[src/rtl/piece_drop_animator.sv]
// Animates a Connect-4 token falling down one column, one row per slow-clock rising edge.
// The slow clock is synchronized into clk_in and edge-detected into a single-cycle step.
//
// state | meaning
// IDLE  | waiting for start; start requests are accepted or rejected here
// FALL  | token descending; one row check per step
module piece_drop_animator #(
  parameter int ROWS = 6,
  parameter int COLS = 7
) (
  input  logic            clk_in,
  input  logic            rst_n,
  input  logic            slow_clk,
  input  logic            start,
  input  logic [2:0]      col,
  input  logic            player,
  input  logic [ROWS-1:0] col_occ,
  output logic            busy,
  output logic [2:0]      anim_row,
  output logic [2:0]      anim_col,
  output logic            anim_player,
  output logic            done,
  output logic [2:0]      land_row,
  output logic            reject
);

  localparam logic [2:0] ROW_LAST  = 3'(ROWS - 1);
  localparam logic [3:0] COL_LIMIT = 4'(COLS);

  typedef enum logic {IDLE, FALL} state_t;

  state_t     state;
  logic       s1, s2, s3;
  logic       step;
  logic       blocked;
  logic [2:0] next_row;

  always_ff @(posedge clk_in or negedge rst_n) begin
    if (!rst_n) begin
      s1 <= 1'b0;
      s2 <= 1'b0;
      s3 <= 1'b0;
    end else begin
      s1 <= slow_clk;
      s2 <= s1;
      s3 <= s2;
    end
  end

  assign step     = s2 & ~s3;
  assign next_row = anim_row + 3'd1;

  // The bottom row is always a landing spot; the row index past it is never read.
  always_comb begin
    blocked = 1'b1;
    if (anim_row < ROW_LAST) blocked = col_occ[next_row];
  end

  always_ff @(posedge clk_in or negedge rst_n) begin
    if (!rst_n) begin
      state       <= IDLE;
      busy        <= 1'b0;
      anim_row    <= 3'd0;
      anim_col    <= 3'd0;
      anim_player <= 1'b0;
      done        <= 1'b0;
      land_row    <= 3'd0;
      reject      <= 1'b0;
    end else begin
      done   <= 1'b0;
      reject <= 1'b0;
      case (state)
        IDLE: begin
          if (start) begin
            if (({1'b0, col} >= COL_LIMIT) || col_occ[0]) begin
              reject <= 1'b1;
            end else begin
              anim_col    <= col;
              anim_player <= player;
              anim_row    <= 3'd0;
              busy        <= 1'b1;
              state       <= FALL;
            end
          end
        end
        FALL: begin
          if (step) begin
            if (blocked) begin
              done     <= 1'b1;
              land_row <= anim_row;
              busy     <= 1'b0;
              state    <= IDLE;
            end else begin
              anim_row <= next_row;
            end
          end
        end
        default: state <= IDLE;
      endcase
    end
  end

endmodule

[config.mk]
export PLATFORM = sky130hd
export DESIGN_NAME = piece_drop_animator
export DESIGN_NICKNAME = d
export VERILOG_FILES = /design/src/rtl/piece_drop_animator.sv
export SDC_FILE = /design/constraint.sdc
export NUM_CORES = 1
export LEC_CHECK = 0
export CAP_MARGIN = 5
export CORE_ASPECT_RATIO = 0.75
export CORE_MARGIN = 2
export CORE_UTILIZATION = 39
export CTS_CLUSTER_DIAMETER = 50
export CTS_CLUSTER_SIZE = 10
export DETAILED_ROUTE_END_ITERATION = 12
export PLACE_DENSITY = 0.73
export SYNTH_ARGS = -nofsm -noshare
export SYNTH_HDL_FRONTEND = slang
export SYNTH_SLANG_ARGS = --single-unit
[constraint.sdc]
create_clock -name clk_in -period 1.83 [get_ports clk_in]
set_input_delay 0.4575 -clock clk_in [delete_from_list [all_inputs] [get_ports clk_in]]
set_output_delay 0.4575 -clock clk_in [all_outputs]
set_load 0.05 [all_outputs]
==> results.tsv <==
stage	metric	value	unit
timing	final-hold-violation-count	0	
timing	slew_headroom	74.7	%
clocking	cts_tree	yes	
routing	wl_per_cell	14.2	microns
clocking	hold_buffers	0	
floorplanning	initial_core_util	40.9	%
synthesis	synth_common_cells	17 x dfrtp_1, 6 x mux2_2, 4 x inv_1	
synthesis	synth_top_cell_by_area	dfrtp_1	
hold_path	min_to	s2$_DFF_PN0_	
clocking	max-clock-path-buffers	2	
routing	routed_wl	1.76	mm
floorplanning	row_count	14	
clocking	cts_buffers	3	
routing	vias	664	
timing	fin_skew	0.00389	ns
timing	finalSetupViolations	0	
setup_path	r2r.worst_path.cells	5	
global_routing	grt_pass1_wl	3.02	mm
routing	vias_per_cell	5.35	
outcome	status	finished clean	
hold_path	hp-class	flop to flop	
finish	drive_gt1_share	45.0	%
job	cap_viol_max_count	0	
synthesis	async_flop_share	100	%
synthesis	synth-xor-area-share	1.99	%
synthesis	synth_compound_area_share	17.9	%
timing	fin_crit_sh	99.2	%
pwr	peakVddDrop	1.36	mV
pwr	p_leak	0.000532	uW
synthesis	ys_seq_area_share	52.1	%
routing	dr.pass1.iters	4	
setup_path	r2r_end	land_row[1]$_DFFE_PN0P_	
timing	slew_viol_final	0	
setup_path	critPathArrivalTime	1.99	ns
pwr	powerDensity	2130	nW/um^2
finish	nets	116	
timing	rsz0062_at_grt	yes	
setup_path	crit_required	2.01	ns
placed_design	place.gp.congestion	0.767	
synthesis	syn_area	817	sq um
finish	n_antenna_cell	0	
setup_path	worstSetupPathType	flop to flop	
finish	finalNonFillerCells	124	
synthesis	synth-edff-count	0	
routing	drtIter0Drc	14	
hold_path	hp-start	s1$_DFF_PN0_	
global_routing	grt_max_degree	11	
synthesis	synth_cells	62	
placed_design	place_inst	119	
clocking	path_clk_slew	0.09	ns
synthesis	synth_top_family_by_area	compound AO/OA/AOI/OAI gates	
routing	antenna_left	0	
floorplanning	dieArea	2480	sq um
floorplanning	num_io_pins	27	
setup_path	r2r-start	anim_row[0]$_DFFE_PN0P_	
timing	tightest_slew	0.370	ns
floorplanning	die_x	56.9	microns
synthesis	ys_ff_latch	17	
global_routing	grt_antenna_before_repair	0	
finish	syn_to_final_growth	49.6	%
floorplanning	core_area	2000	sq um
synthesis	yosysTopAreaCellShare	52.1	%
clocking	cts_root_buffer	clkbuf_4	
clocking	cts_num_sinks	17	
clocking	h-tree-depth	1	
clocking	clk_latency	0.28	ns
finish	layout.cell_area.non_filler	1220	sq um
global_routing	grt_usage	16.2	%
synthesis	synthMuxAreaShare	17.8	%
global_routing	grt_pass1_vias	651	
setup_path	end_kind	flop	
timing	setup-tns-final	0	ns
setup_path	critPathLaunchType	flop	
synthesis	yosys-top-cells-area	dfrtp_1 52%, mux2_2 8.3%, mux2_4 5.5%, mux2i_4 2.8%, o211ai_1 2.8%	
placed_design	place_hpwl	1.43	mm
synthesis	synth_adder_area_share	1.53	%
setup_path	worst-path-max-fanout	5	
synthesis	yosys.area_share.simple	5.97	%
synthesis	synth.distinct_cells	27	
hold_path	min_path_cells	0	
timing	max_freq	551	MHz
finish	fin_util	61.2	%
placed_design	placed_cell_area	1190	sq um
synthesis	synth_ff_type	dfrtp_1	
synthesis	syn_avg_cell_area	13.2	sq um
synthesis	yosysMostFrequentCell	dfrtp_1	
routing	drc	0	
timing	post-route-min-period	1.81	ns
floorplanning	die_h	43.6	microns
synthesis	yosys_warnings	0	
setup_path	reg2reg_setup_slack	0.02	ns
placed_design	io_buffer_count	26	
global_routing	gr-total-overflow	0	
synthesis	syn-num-nets	77	
-- kinds of logic after synthesis --
logic type / count (synthesis)
buffers and inverters: 5
muxes: 11
and+or+nand+nor: 9
xor gates and xnor gates: 1
adders and majority gates: 1
AOI/OAI and AO/OA: 18
DFF: 17
-- flip-flops by register name, indices dropped and copies added, names as in the netlist --
signal / flops
anim_col: 3
done: 1
state: 1
s3: 1
s2: 1
busy: 1
anim_row: 3
reject: 1
anim_player: 1
land_row: 3
s1: 1
-- layout by cell type (no fill, tap or decap), types with 2 or more instances in the layout --
cell type and instances:
mux2_2 6, dfrtp_1 15, a21oi_1 2, clkbuf_4 3
buf_12 2, clkdlybuf4s50_1 13, buf_4 20, nand2_1 3
inv_1 3, o211ai_1 3, o21ai_0 3, mux2_4 3
a31o_2 2, dfrtp_2 2, nor2b_1 2
-- critical path, cell delays in order, from the launching register on --
cell and delay (ns):
dfrtp_2 0.43, ha_4 0.31, inv_4 0.05, o31a_4 0.36, o22ai_4 0.23, mux2_4 0.32
-- cell type report --
cell class,count,area (sq um)
Sequential cell,17,428
Clock buffer,4,26.3
Fill cell,170,774
Timing Repair Buffer,35,320
Tap cell,24,30.0
Multi-Input combinational cell,40,400
Inverter,4,17.5
-- routing by layer --
metal  track usage (%)  wire, microns  vias up
met5                 0              0        -
met4              3.26             27        0
met3              6.27            101        2
met2              26.7            860       21
met1              20.8            768      330
li1                  -              -      311
-- power breakdown --
part           leakage (uW)  internal, uW  switching [uW]
clock network     0.0000150          84.8             104
logic              0.000320           776             992
registers          0.000197           529             116
total              0.000532          1390            1210
-- timing repair --
action	4_1_cts	5_1_grt
gates cloned	0	0
resized for setup	1	0
hold endpoints to repair	0	0
setup buffers	0	1
endpoints found under the setup margin	1	4
-- metrics by stage --
step | setup WS (ns) | power [uW] | hold WS [ns]
global placement | -0.172 | 2320 | 0.338
finish | 0.0154 | 2600 | 0.356
floorplan | -0.115 | 1820 | 0.162
global route | -0.0506 | 2760 | 0.376
detailed placement | -0.229 | 2370 | 0.340
CTS | 0.00286 | 2590 | 0.362
-- worst max-delay path by stage --
stage / startpoint / endpoint / slack [ns] / cells past startpoint
2_1_floorplan: anim_row[1]$_DFFE_PN0P_ / land_row[0]$_DFFE_PN0P_ / -0.11 / 5
3_3_place_gp: col_occ[0] / land_row[1]$_DFFE_PN0P_ / -0.17 / 5
3_5_place_dp: col_occ[2] / land_row[1]$_DFFE_PN0P_ / -0.23 / 5
4_1_cts: anim_row[0]$_DFFE_PN0P_ / land_row[1]$_DFFE_PN0P_ / 0.003 / 5
5_1_grt: anim_row[1]$_DFFE_PN0P_ / land_row[1]$_DFFE_PN0P_ / -0.05 / 5
6_report: anim_row[0]$_DFFE_PN0P_ / land_row[1]$_DFFE_PN0P_ / 0.02 / 5
Power figures use the tool's default switching activity.
